$ cat config.mk
export PLATFORM = sky130hd
export DESIGN_NAME = rmii_receive_framer
export DESIGN_NICKNAME = d
export VERILOG_FILES = /design/src/rtl/rmii_package.sv /design/src/rtl/ethernet_crc32_byte.sv /design/src/rtl/rmii_receive_framer.sv
export SDC_FILE = /design/constraint.sdc
export NUM_CORES = 1
export LEC_CHECK = 0
export BUFFER_PORTS_ARGS = -buffer_cell sky130_fd_sc_hd__buf_2
export CELL_PAD_IN_SITES_DETAIL_PLACEMENT = 0
export CELL_PAD_IN_SITES_GLOBAL_PLACEMENT = 1
export CORE_MARGIN = 4
export CORE_UTILIZATION = 47
export CTS_CLUSTER_DIAMETER = 120
export DETAILED_ROUTE_END_ITERATION = 6
export PLACE_DENSITY = 0.88
export SLEW_MARGIN = 10
export SYNTH_ARGS = -nofsm -noshare
export SYNTH_HDL_FRONTEND = slang
export SYNTH_HIERARCHICAL = 1
export SYNTH_SLANG_ARGS = --single-unit
$ cat constraint.sdc
create_clock -name clock -period 2.3 [get_ports clock]
set_clock_uncertainty 0.05 [all_clocks]
set_input_delay 0.46 -clock clock [delete_from_list [all_inputs] [get_ports clock]]
set_output_delay 0.46 -clock clock [all_outputs]
set_load 0.01 [all_outputs]
$ cat src/rtl/rmii_package.sv
// rmii_package: shared types and constants for the RMII receive path
// Exports the receive FSM state type, the preamble/SFD dibit codes and the
// reflected CRC-32 constants used by the framer and by the CRC byte stage.
package rmii_package;
  typedef enum logic [1:0] {IDLE, PREAMBLE, DATA, DROP} rmii_receive_state_t;
  localparam logic [1:0] PREAMBLE_DIBIT = 2'b01;
  localparam logic [1:0] SFD_DIBIT = 2'b11;
  localparam logic [31:0] CRC32_POLYNOMIAL = 32'hEDB8_8320;
  localparam logic [31:0] CRC32_RESIDUE = 32'hDEBB_20E3;
  localparam logic [31:0] CRC32_INITIAL = 32'hFFFF_FFFF;
endpackage

$ cat src/rtl/ethernet_crc32_byte.sv
// ethernet_crc32_byte: one-byte step of the reflected Ethernet CRC-32
// Ports: crc (running remainder), data (byte, LSB first), next_crc (updated remainder).
module ethernet_crc32_byte
  import rmii_package::*;
(
  input  logic [31:0] crc,
  input  logic [7:0]  data,
  output logic [31:0] next_crc
);
  always_comb begin
    next_crc = crc;
    for (int i = 0; i < 8; i++)
      next_crc = (next_crc[0] ^ data[i]) ? (next_crc >> 1) ^ CRC32_POLYNOMIAL : next_crc >> 1;
  end
endmodule

$ cat src/rtl/rmii_receive_framer.sv
// rmii_receive_framer: 100 Mb/s RMII receive front end, dibits to bytes plus per-frame status
// Ports: clock/reset; rmii_phy_receive_data/_enable/_error (RXD, CRS_DV, RX_ER);
// frame_data with valid/start/last pulses; frame_status_valid pulse with
// fcs/length/phy/alignment error flags and byte_count, all zero outside the pulse.
module rmii_receive_framer
  import rmii_package::*;
#(
  parameter int MIN_FRAME_BYTES = 64,
  parameter int MAX_FRAME_BYTES = 1522,
  parameter int COUNT_WIDTH = $clog2(MAX_FRAME_BYTES + 2)
) (
  input  logic                   clock,
  input  logic                   reset,
  input  logic [1:0]             rmii_phy_receive_data,
  input  logic                   rmii_phy_receive_data_enable,
  input  logic                   rmii_phy_receive_data_error,
  output logic [7:0]             frame_data,
  output logic                   frame_data_valid,
  output logic                   frame_data_start,
  output logic                   frame_data_last,
  output logic                   frame_status_valid,
  output logic                   frame_status_fcs_error,
  output logic                   frame_status_length_error,
  output logic                   frame_status_phy_error,
  output logic                   frame_status_alignment_error,
  output logic [COUNT_WIDTH-1:0] frame_status_byte_count
);
  localparam logic [COUNT_WIDTH-1:0] MIN_COUNT = COUNT_WIDTH'(MIN_FRAME_BYTES);
  localparam logic [COUNT_WIDTH-1:0] MAX_COUNT = COUNT_WIDTH'(MAX_FRAME_BYTES);
  rmii_receive_state_t state, state_next;
  logic [1:0] a_data, b_data, phase;
  logic a_enable, b_enable, a_error, b_error;
  logic [7:0] shift, hold, full_byte;
  logic hold_valid, hold_first, phy_seen;
  logic [31:0] crc, crc_next;
  logic [COUNT_WIDTH-1:0] count;
  logic live, in_data, sfd_seen, byte_done, frame_end, truncate, emit, status_fire, phy_now;
  // CRS_DV may toggle at frame end while data is still valid, so a dibit
  // whose own enable is low still counts when the next one is enabled.
  assign live = b_enable | a_enable;
  ethernet_crc32_byte u_crc (
    .crc(crc),
    .data(full_byte),
    .next_crc(crc_next)
  );
  always_ff @(posedge clock) state <= reset ? IDLE : state_next;
  // In IDLE only an enabled dibit starts a frame: a dibit that is live purely
  // through lookahead is still inter-frame gap, which keeps a 2-cycle gap legal.
  always_comb begin
    state_next = state;
    case (state)
      IDLE:     state_next = !b_enable ? IDLE : b_data == PREAMBLE_DIBIT ? PREAMBLE : DROP;
      PREAMBLE: state_next = !live ? IDLE : b_data == PREAMBLE_DIBIT ? PREAMBLE :
                             b_data == SFD_DIBIT ? DATA : DROP;
      DATA:     state_next = !live ? IDLE : truncate ? DROP : DATA;
      default:  state_next = !live ? IDLE : DROP;
    endcase
  end
  always_comb begin
    in_data = state == DATA;
    sfd_seen = state == PREAMBLE && live && b_data == SFD_DIBIT;
    full_byte = {b_data, shift[7:2]};
    byte_done = in_data && live && phase == 2'd3;
    frame_end = in_data && !live;
    truncate = byte_done && count == MAX_COUNT;
    emit = hold_valid && (byte_done || frame_end);
    status_fire = frame_end || truncate;
    phy_now = in_data && b_enable && b_error;
  end
  // The held byte is only released once the next byte completes or carrier
  // ends, so its last flag is always known when it is emitted.
  always_ff @(posedge clock) begin
    if (reset) begin
      {a_data, a_enable, a_error, b_data, b_enable, b_error} <= '0;
      phase <= '0;
      shift <= '0;
      hold <= '0;
      hold_valid <= 1'b0;
      hold_first <= 1'b0;
      phy_seen <= 1'b0;
      crc <= '0;
      count <= '0;
      frame_data <= '0;
      frame_data_valid <= 1'b0;
      frame_data_start <= 1'b0;
      frame_data_last <= 1'b0;
      frame_status_valid <= 1'b0;
      frame_status_fcs_error <= 1'b0;
      frame_status_length_error <= 1'b0;
      frame_status_phy_error <= 1'b0;
      frame_status_alignment_error <= 1'b0;
      frame_status_byte_count <= '0;
    end else begin
      {a_data, a_enable, a_error} <= {rmii_phy_receive_data, rmii_phy_receive_data_enable, rmii_phy_receive_data_error};
      {b_data, b_enable, b_error} <= {a_data, a_enable, a_error};
      if (sfd_seen) begin
        phase <= '0;
        crc <= CRC32_INITIAL;
        count <= '0;
        hold_valid <= 1'b0;
        phy_seen <= 1'b0;
      end
      if (in_data && live) begin
        phase <= phase + 2'd1;
        shift <= full_byte;
        phy_seen <= phy_seen | phy_now;
        if (byte_done) begin
          crc <= crc_next;
          count <= count + COUNT_WIDTH'(1);
          hold <= full_byte;
          hold_valid <= 1'b1;
          hold_first <= count == '0;
        end
      end
      if (emit) frame_data <= hold;
      frame_data_valid <= emit;
      frame_data_start <= emit && hold_first;
      frame_data_last <= emit && status_fire;
      frame_status_valid <= status_fire;
      frame_status_fcs_error <= status_fire && crc != CRC32_RESIDUE;
      frame_status_length_error <= truncate || (frame_end && count < MIN_COUNT);
      frame_status_phy_error <= status_fire && (phy_seen || phy_now);
      frame_status_alignment_error <= frame_end && phase != 2'd0;
      frame_status_byte_count <= status_fire ? count : '0;
    end
  end
endmodule

==> metrics.md, run 1 <==
| Metric | Value |
|---|---|
| Post-synth top area cell | `dfxtp_1` |
| PwrDens | `553.0 nW/µm²` |
| Row count | `36` |
| Fin area | `5102 µm²` |
| Sequential area share after synthesis | `42.55%` |
| WP data arrival | `2.25 ns` |
| Data required, critical path | `2.49 ns` |
| Drt first pass iters | `4` |
| Vias | `3423` |
| Worst hold path type | `in -> reg` |
| Worst vdd ir | `0.2404 mV` |
| Mapped cell area | `4658 µm²` |
| EDFF count, synth | `0` |
| Final GP Congestion | `0.9126` |
| Post-CTS Setup Repair Bufs | `0` |
| # IOs | `33` |
| CTS Buf Count | `9` |
| Worst setup EP type | `flip-flop` |
| Initial antenna violation count | `0` |
| Tmin final | `2.067 ns` |
| Post-Route WL | `9.847 mm` |
| WL/cell | `15.17 µm` |
| # port buffers | `32` |
| Async set or reset register ratio after synthesis | `0%` |
| Dpl hpwl | `6.702 mm` |
| Core Box Area | `9729 µm²` |
| Max Clk Rate | `483.9 MHz` |
| H-tree depth | `3` |
| Clock Latency Late Sink | `0.37 ns` |
| Hold-fix buffers, CTS | `0` |
| Largest cells by area after synthesis | `dfxtp_1 (43%), nand2_1 (8.2%), xnor2_1 (6.4%)` |
| Layout cell share with drive strength beyond 1 | `14.92%` |
| DR iter-0 viols | `192` |
| Final setup violation count | `0` |
| Max-cap viol count | `0` |
| Die span in x | `107.6 µm` |
| First-pass GRT wire length | `16.39 mm` |
| Die Footprint | `11570 µm²` |
| DP Area | `4943 µm²` |
| Resized Gates After CTS | `0` |
| Worst Setup Path Type | `reg -> reg` |
| Vias in the first global route | `3285` |
| Largest net degree at the start of global routing | `64` |
| Yosys reg bits | `99` |
| Post-Route Utilization | `52.44%` |
| GR Overflow Total | `0` |
| Setup TNS | `0 ns` |
| CTS root buf | `clkbuf_8` |
| Lkg Pwr | `0.002029 µW` |
| Longest Clk Path Bufs | `2` |
| Syn Nets | `495` |
| Antenna Nets Post-Route | `0` |
| Slew headroom | `55.55%` |
| Final Hold Fails | `0` |
| Nets | `523` |
| Syn avg cell area | `9.624 µm²` |
| Netlist cell types | `49` |
| Pin slew with the least headroom to its limit | `0.6620 ns` |
| Main synth FF type | `dfxtp_1` |
| CP Max Fanout | `8` |
| Die height | `107.6 µm` |
| Total global-route track usage | `18.00%` |
| Yosys warns | `6` |
| TritonCTS clock tree | `done` |
| Outcome | `finished clean` |
| Sink Count | `99` |
| Initial core utilization | `47.88%` |
| DR vias/cell | `5.274` |
| Fin. max-slew vios | `0` |
| P&R area growth vs syn | `9.535%` |
| Clock-pin transition on the worst setup and hold timing paths | `0.09 ns` |
| Startpoint types | `flip-flop` |
| DRC | `0` |
| Ant diodes | `0` |
| Synth Instances | `484` |
| Tcrit/Tclk final | `89.86%` |
| Top cell type's share of synthesized area | `42.55%` |
| Unrepaired setup endpoints after global routing | `false` |
final cells by class:
cell class	count	area [µm²]
fill	897	4627
inverter	9	33.78
multi-input combinational	345	2469
sequential	99	1982
clock inverter	5	31.28
clock buffer	10	127.6
timing repair buffer	48	292.8
tap	133	166.4
placed cells by master, fill, tap and decap left out, drive strengths merged, types with 2 or more instances in the layout:
| master | n |
|---|---|
| mux2i | 8 |
| ha | 5 |
| nand2b | 3 |
| nand4 | 5 |
| nand2 | 102 |
| inv | 9 |
| nor3 | 4 |
| xor3 | 7 |
| o311ai | 2 |
| buf | 48 |
| nor4b | 3 |
| or4 | 2 |
| xnor3 | 12 |
| nor4 | 7 |
| dfxtp | 99 |
| a21oi | 22 |
| clkinv | 4 |
| nor2b | 13 |
| nor2 | 30 |
| clkbuf | 10 |
| and3 | 2 |
| xor2 | 10 |
| and2 | 4 |
| a31oi | 34 |
| nand4b | 4 |
| o31ai | 2 |
| or3 | 2 |
| nand3 | 9 |
| xnor2 | 42 |
worst paths after layout:
| kind | from | end | slack (ns) | depth (start not counted) |
|---|---|---|---|---|
| hold reg to reg | a_data[1] | b_data[1] | 0.39 | 1 |
| setup reg to reg | shift[5] | crc[15] | 0.23 | 5 |
| hold / removal | rmii_phy_receive_data_error | a_error | 0.25 | 2 |
| setup / recovery | shift[5] | crc[15] | 0.23 | 5 |
per-stage QoR:
stage,total power (µW),hold slack (ns),setup slack (ns),std cells
4_1_cts,2848,0.2379,0.2316,649
6_report,2822,0.2545,0.2333,649
3_3_place_gp,1880,0.3708,0.2837,634
2_1_floorplan,1856,0.3638,0.4136,484
3_5_place_dp,1882,0.3785,0.2540,634
5_1_grt,2919,0.2583,0.1448,649
where the power goes:
group	total [µW]	leakage [µW]	internal (µW)	switching, µW
registers	1730	0.000799	1720	7.20
logic	116	0.00115	52.6	63.1
clock network	978	0.0000819	384	594
total	2820	0.00203	2160	665
synth_stat cells (4+ instances only):
cell / count
inv_1: 9
dfxtp_1: 99
buf_2: 6
mux2i_1: 8
xnor2_2: 5
nand3_1: 9
a31oi_1: 34
nor4_1: 7
xor3_1: 7
ha_1: 5
xor2_1: 9
and2_1: 4
nor3_1: 4
xnor2_1: 34
nand4b_1: 4
nor2_1: 30
nor2b_1: 13
a21oi_1: 22
clkbuf_1: 17
xnor3_1: 10
nand2_1: 102
nand4_1: 5
routing by layer:
layer	vias to the layer above	wire length, µm	global-route usage [%]
li1	1691	-	-
met5	-	0	0
met1	1641	4520	24.11
met3	13	423	3.179
met2	78	4755	28.77
met4	0	148	7.304
sequential cells by signal, summed over array words and instances (netlist names), 2 cells and up:
| register | count |
|---|---|
| frame_data | 8 |
| phase | 2 |
| a_data | 2 |
| b_data | 2 |
| crc | 32 |
| frame_status_byte_count | 11 |
| hold | 8 |
| shift | 6 |
| count | 11 |
| state | 2 |
critical path, stage by stage (launching register included):
cell	delay, ns
dfxtp_1	0.39
xnor2_4	0.42
xnor3_2	0.57
xor3_1	0.36
nand2_1	0.06
a31oi_1	0.07
logic make-up (layout without fill, tap and decap cells):
kind of cell	after synthesis	after routing	synth area share (%)
compound gates	65	65	8.461
flops	99	99	42.55
simple gates	196	196	19.85
fa+ha+maj	5	5	1.343
buf+inv	40	72	4.459
xor+xnor	71	71	21.62
mux	8	8	1.719
(Power assumes the default switching activity.)
==> run 2, diff against run 1 <==
--- a/config.mk
+++ b/config.mk
@@ -5,14 +5,16 @@
 export SDC_FILE = /design/constraint.sdc
 export NUM_CORES = 1
 export LEC_CHECK = 0
+export ABC_AREA = 1
 export BUFFER_PORTS_ARGS = -buffer_cell sky130_fd_sc_hd__buf_2
+export CAP_MARGIN = 20
 export CELL_PAD_IN_SITES_DETAIL_PLACEMENT = 0
 export CELL_PAD_IN_SITES_GLOBAL_PLACEMENT = 1
 export CORE_MARGIN = 4
-export CORE_UTILIZATION = 47
+export CORE_UTILIZATION = 45
 export CTS_CLUSTER_DIAMETER = 120
 export DETAILED_ROUTE_END_ITERATION = 6
-export PLACE_DENSITY = 0.88
+export PLACE_DENSITY = 0.89
 export SLEW_MARGIN = 10
 export SYNTH_ARGS = -nofsm -noshare
 export SYNTH_HDL_FRONTEND = slang
==> run 2 against run 1 <==
Against the previous run:
- first-iteration DRC count rose by 48%
- worst hold slack improved by 0.0080 ns
- via count rose by 25%
- routed wire length rose by 16%
- setup slack improved by 0.16 ns
- fmax rose by 8.5%
- design area rose by 10%
- sequential share of layout area fell by 3.6 points
- combinational power rose by 120%
- sequential cell count did not move
- sequential power barely moved
- count of clock-buffer cells in the layout did not move
- critical path type unchanged
- largest cell class unchanged
==> metrics.md, run 2 <==
| Metric | Value |
|---|---|
| Outcome | `finished clean` |
| Resized Gates After CTS | `0` |
| Largest net degree at the start of global routing | `55` |
| Layout cell share with drive strength beyond 1 | `15.49%` |
| Die Footprint | `13090 µm²` |
| Yosys reg bits | `99` |
| DRC | `0` |
| Die span in x | `114.4 µm` |
| Post-Route Utilization | `51.16%` |
| Max Clk Rate | `524.9 MHz` |
| Max-cap viol count | `0` |
| CP Max Fanout | `34` |
| Main synth FF type | `dfxtp_1` |
| Data required, critical path | `2.48 ns` |
| Final setup violation count | `0` |
| Post-synth top area cell | `dfxtp_1` |
| Total global-route track usage | `18.39%` |
| PwrDens | `609.3 nW/µm²` |
| Vias | `4268` |
| Netlist cell types | `32` |
| Syn Nets | `703` |
| Fillers | `1075` |
| Combinational power share | `7.3%` |
| Register with the most flip-flops | `crc` |
| FF/Latch Area | `1982 µm²` |
| Pin slew with the least headroom to its limit | `0.4950 ns` |
| P&R area growth vs syn | `10.26%` |
| NetSw | `861.0 µW` |
| Top flop regs | `crc (32), count (11), frame_status_byte_count (11)` |
| Ant diodes | `0` |
| Drt first pass iters | `6` |
| Multi-input logic area | `2690 µm²` |
| Slew headroom | `67.00%` |
| Lkg Pwr | `0.002472 µW` |
| Final Hold Fails | `0` |
| Clock Latency Late Sink | `0.35 ns` |
| Initial antenna violation count | `0` |
| Worst setup EP type | `flip-flop` |
| # IOs | `33` |
| CTS Buf Count | `9` |
| Fin area | `5619 µm²` |
| Worst hold path type | `in -> reg` |
| Post-Route WL | `11.38 mm` |
| Worst slack, placed | `0.3839 ns` |
| Worst vdd ir | `0.8700 mV` |
| DP Area | `5340 µm²` |
| Hold-fix buffers, CTS | `0` |
| Synth Instances | `692` |
| Clock group share of total power | `41.9%` |
| Antenna Nets Post-Route | `0` |
| Top cell type's share of synthesized area | `38.89%` |
| Sequential area share after synthesis | `38.89%` |
| Dpl hpwl | `8.115 mm` |
| Count leader, synth | `nand2_1` |
| H-tree depth | `3` |
| Switching share of power | `25.15%` |
| Nets | `729` |
| EDFF count, synth | `0` |
| Setup TNS | `0 ns` |
| Commonest cells in the synthesized netlist | `nand2_1 (126), nor2_1 (112), dfxtp_1 (99)` |
| CTS root buf | `clkbuf_16` |
| Tmin final | `1.905 ns` |
| Longest Clk Path Bufs | `2` |
| Unrepaired setup endpoints after global routing | `false` |
| Commonest non-fill, non-tap cell in the layout | `nand2_1` |
| Sink Count | `99` |
| DR iter-0 viols | `285` |
| Mapped cell area | `5096 µm²` |
| Post-CTS Setup Repair Bufs | `0` |
| First-pass GRT wire length | `19.31 mm` |
| Largest cells by area after synthesis | `dfxtp_1 (39%), nand2_1 (9.3%), nor2_1 (8.2%)` |
| Cell-internal power | `2563 µW` |
| Setup WS post-layout | `0.3949 ns` |
| GR Overflow Total | `0` |
| Die height | `114.4 µm` |
| Flop pwr share | `50.7%` |
| Most frequent cells in the layout | `nand2_1 (126), nor2_1 (112), dfxtp_1 (99)` |
| # port buffers | `32` |
| Async set or reset register ratio after synthesis | `0%` |
| Number of flip-flops under the largest register name | `32` |
| Worst Setup Path Type | `reg -> reg` |
| Cell depth of the worst hold path | `3` |
| Initial core utilization | `46.40%` |
| TritonCTS clock tree | `done` |
| Worst r2r path cells | `8` |
| Syn avg cell area | `7.364 µm²` |
| Vias in the first global route | `4107` |
| Startpoint types | `flip-flop` |
| WL/cell | `13.19 µm` |
| Row count | `38` |
| Yosys warns | `6` |
| DR vias/cell | `4.946` |
| Fin. max-slew vios | `0` |
| Tcrit/Tclk final | `82.83%` |
| WP data arrival | `2.09 ns` |
| Clock-pin transition on the worst setup and hold timing paths | `0.07 ns` |
| Final GP Congestion | `0.8333` |
| Core Box Area | `10980 µm²` |
run 2: cell count changes after synthesis, moves of 10 or more:
cell	change
o21ai_0	+48
a31oi_1	-33
nor2_2	+11
nand2_4	+14
nor2_1	+82
xnor3_1	-10
nor2b_1	-13
nand2_1	+24
xor2_1	+25
nand3_1	+28
nand2_2	+21
inv_1	+67
xnor2_1	-17
a21oi_1	+11
run 2: final timing paths:
kind                       startpoint                    endpoint  slack, ns
max                          b_enable  frame_status_byte_count[0]       0.39
min          rmii_phy_receive_data[0]                   a_data[0]       0.26
max reg2reg                  b_enable  frame_status_byte_count[0]       0.39
min reg2reg                   a_error                     b_error       0.36
run 2: layer usage:
metal | GRT usage [%] | vias to the layer above | wire (µm)
met2 | 31.12 | 90 | 5663
met5 | 0 | - | 0
met4 | 4.038 | 0 | 125
met3 | 5.127 | 11 | 538
met1 | 23.36 | 1976 | 5055
li1 | - | 2191 | -
run 2: power by group through the flow:
stage / logic [µW] / clock network, µW / registers (µW)
after floorplan: 202 / 0 / 1770
after global placement: 246 / 0 / 1780
after detailed placement: 250 / 0 / 1780
after CTS: 251 / 1480 / 1740
after global routing: 282 / 1530 / 1740
final: 250 / 1440 / 1740
run 2: final cells by class:
type,count,area share (%)
clock inverters,6,0.8907
flip-flops and latches,99,35.27
repair buffers,35,3.251
inverters,81,5.522
multi-input cells,492,47.87
well taps,140,3.117
clock buffers,10,4.075
run 2: through the flow:
step / std cells / power, µW / hold slack (ns)
6_report: 863 / 3424 / 0.2625
5_1_grt: 863 / 3555 / 0.2622
4_1_cts: 863 / 3466 / 0.2535
3_5_place_dp: 847 / 2027 / 0.3530
3_3_place_gp: 847 / 2022 / 0.3491
2_1_floorplan: 692 / 1976 / 0.3383
run 2: logic make-up (layout without fill, tap and decap cells):
kind of cell | after synthesis | count (layout) | share of synthesized area, %
simple gates | 340 | 340 | 31.38
buf+inv | 101 | 132 | 8.323
flops | 99 | 99 | 38.89
compound gates | 90 | 90 | 9.060
xor+xnor | 57 | 57 | 11.12
fa+ha+maj | 5 | 5 | 1.228
run 2: worst max-delay path: stages, from the launching register on:
cell and delay, ns:
dfxtp_1 0.34, nor2_2 0.19, nor2_4 0.07, nand2_4 0.28, clkinv_2 0.27, nand2_2 0.14
nand2_2 0.05, nand2_2 0.30, nor2_1 0.08
==> run 3, diff against run 2 <==
--- a/config.mk
+++ b/config.mk
@@ -11,10 +11,10 @@
 export CELL_PAD_IN_SITES_DETAIL_PLACEMENT = 0
 export CELL_PAD_IN_SITES_GLOBAL_PLACEMENT = 1
 export CORE_MARGIN = 4
-export CORE_UTILIZATION = 45
+export CORE_UTILIZATION = 40
 export CTS_CLUSTER_DIAMETER = 120
 export DETAILED_ROUTE_END_ITERATION = 6
-export PLACE_DENSITY = 0.89
+export PLACE_DENSITY = 0.84
 export SLEW_MARGIN = 10
 export SYNTH_ARGS = -nofsm -noshare
 export SYNTH_HDL_FRONTEND = slang
==> constraint.sdc (replaced) <==
create_clock -name clock -period 1.6 [get_ports clock]
set_clock_uncertainty 0.05 [all_clocks]
set_input_delay 0.32 -clock clock [delete_from_list [all_inputs] [get_ports clock]]
set_output_delay 0.32 -clock clock [all_outputs]
set_load 0.01 [all_outputs]
==> run 3 against run 2 <==
Against the previous run:
- total power up 48%
- routed wire length increased by 9.5%
- register-to-register slack got worse by 0.34 ns
- sequential power increased by 43%
- via count increased by 4.6%
- critical path depth increased by 1
- non-clock buffer count rose by 61
- fmax grew 23%
- setup slack lost 0.34 ns
- largest cell class unchanged
==> metrics.md, run 3 (synthesis gave the netlist of run 2 again) <==
| Metric | Value |
|---|---|
| Row count | `40` |
| Number of flip-flops under the largest register name | `32` |
| Sink Count | `99` |
| Lkg Pwr | `0.002902 µW` |
| Outcome | `finished clean` |
| Hold-fix buffers, CTS | `0` |
| Clock Latency Late Sink | `0.35 ns` |
| TritonCTS clock tree | `done` |
| DR vias/cell | `4.690` |
| Initial core utilization | `41.56%` |
| Drt first pass iters | `4` |
| Reg2reg start | `crc[3]` |
| First-pass GRT wire length | `20.57 mm` |
| Layout cell share with drive strength beyond 1 | `30.48%` |
| Largest net degree at the start of global routing | `28` |
| Initial antenna violation count | `0` |
| CTS Buf Count | `9` |
| Post-Route Utilization | `53.08%` |
| CP Max Fanout | `5` |
| Post-Route WL | `12.46 mm` |
| Vias | `4465` |
| Final setup violation count | `0` |
| Fin. max-slew vios | `0` |
| Worst r2r dst | `crc[27]` |
| Data required, critical path | `1.83 ns` |
| Met2 Usage GRT | `29.70%` |
| Total global-route track usage | `17.59%` |
| Pin slew with the least headroom to its limit | `0.4612 ns` |
| Die Footprint | `14610 µm²` |
| Slew headroom | `69.22%` |
| Vias in the first global route | `4337` |
| Worst r2r path cells | `9` |
| R2r setup slk | `0.05 ns` |
| Final Hold Fails | `0` |
| Worst vdd ir | `0.5968 mV` |
| # port buffers | `32` |
| Worst slack, placed | `-0.09610 ns` |
| WP data arrival | `1.78 ns` |
| Commonest non-fill, non-tap cell in the layout | `nor2_1` |
| Hold path startpoint | `rmii_phy_receive_data_enable` |
| # IOs | `33` |
| Fillers | `1179` |
| Die span in x | `120.9 µm` |
| Hold Path Sink | `a_enable` |
| Max-cap viol count | `0` |
| Setup WS post-layout | `0.05272 ns` |
| Dpl hpwl | `9.154 mm` |
| Max Clk Rate | `646.3 MHz` |
| WL/cell | `13.09 µm` |
| DR iter-0 viols | `293` |
| Register with the most flip-flops | `crc` |
| GR Overflow Total | `0` |
| Top flop regs | `crc (32), count (11), frame_status_byte_count (11)` |
| Tmin final | `1.547 ns` |
| H-tree depth | `3` |
| Longest Clk Path Bufs | `2` |
| M3 GR Usage | `5.268%` |
| Die height | `120.9 µm` |
| P&R area growth vs syn | `27.72%` |
| Final GP Congestion | `0.8780` |
| Clock-pin transition on the worst setup and hold timing paths | `0.07 ns` |
| CTS root buf | `clkbuf_16` |
| DRC | `0` |
| Ant diodes | `0` |
| Most frequent cells in the layout | `nor2_1 (109), nand2_1 (106), dfxtp_1 (82)` |
| Worst hold path type | `in -> reg` |
| Tcrit/Tclk final | `96.70%` |
| Cell depth of the worst hold path | `3` |
| Unrepaired setup endpoints after global routing | `true` |
| Worst setup EP type | `flip-flop` |
| Worst Setup Path Type | `reg -> reg` |
| Antenna Nets Post-Route | `0` |
| Met1 Use GR | `21.76%` |
| Nets | `790` |
| Core Box Area | `12260 µm²` |
| Startpoint types | `flip-flop` |
| Gr busiest metal | `met2` |
| PwrDens | `779.7 nW/µm²` |
## run 3: cell types whose count changed in the layout (fill, tap and decap cells not counted), sizes merged
cell      previous run  this run
buf                 35        96
clkinv               4         2
clkbuf              10        12
clkinvlp             1         0
inv                 82        83
## run 3: per-layer routing
| layer | up-vias | wire [µm] |
|---|---|---|
| met5 | - | 0 |
| met4 | 0 | 216 |
| met3 | 19 | 536 |
| met2 | 68 | 6029 |
| met1 | 2058 | 5679 |
| li1 | 2320 | - |
## run 3: power breakdown
part / switching, µW / internal, µW / total [µW] / leakage (µW)
clock: 954 / 1150 / 2110 / 0.000144
combinational: 280 / 202 / 483 / 0.00195
sequential: 15.3 / 2470 / 2480 / 0.000811
total: 1250 / 3830 / 5070 / 0.00290
## run 3: how the worst max path moves through the flow
stage	startpoint	end	slack, ns	cells past startpoint
4_1_cts	crc[2]	crc[21]	0.001	10
3_3_place_gp	shift[2]	crc[25]	-0.05	8
3_5_place_dp	crc[1]	crc[15]	-0.1	11
2_1_floorplan	shift[4]	crc[15]	0.12	11
5_1_grt	crc[3]	crc[27]	-0.07	9
6_report	crc[3]	crc[27]	0.05	9
## run 3: cell type report
cell class / instances / area [µm²] / share of cell area, %
clock buffer: 12 / 256.5 / 3.941
clock inverter: 4 / 31.28 / 0.4806
inverter: 81 / 317.8 / 4.883
multi-input combinational: 492 / 2958 / 45.44
sequential: 99 / 2028 / 31.16
tap: 168 / 210.2 / 3.230
timing repair buffer: 96 / 706.9 / 10.86
## run 3: critical path: stages, from the launching register on
cell	delay [ns]
dfxtp_2	0.34
inv_1	0.07
nand2_1	0.07
nand2_2	0.11
nand2_1	0.10
nand2_2	0.10
xor2_1	0.21
xor2_1	0.23
o21ai_0	0.12
nor2_1	0.09
## run 3: repair_timing
item                       CTS  global route
setup endpoints to repair   16            36
hold endpoints to repair     0             0
resized for setup           24            82
buffers inserted             5            11
pin swaps                    4            41
## run 3: stage by stage
step	std cells	power, µW	instance area [µm²]	TNS [ns]	hold slack (ns)
2_1_floorplan	692	2840	5096	0	0.3383
5_1_grt	952	5307	6509	-0.2756	0.1206
4_1_cts	941	5102	6177	0	0.1132
3_3_place_gp	920	2962	5763	-0.1641	0.3487
6_report	952	5075	6509	0	0.1221
3_5_place_dp	920	2966	5763	-0.4718	0.3444
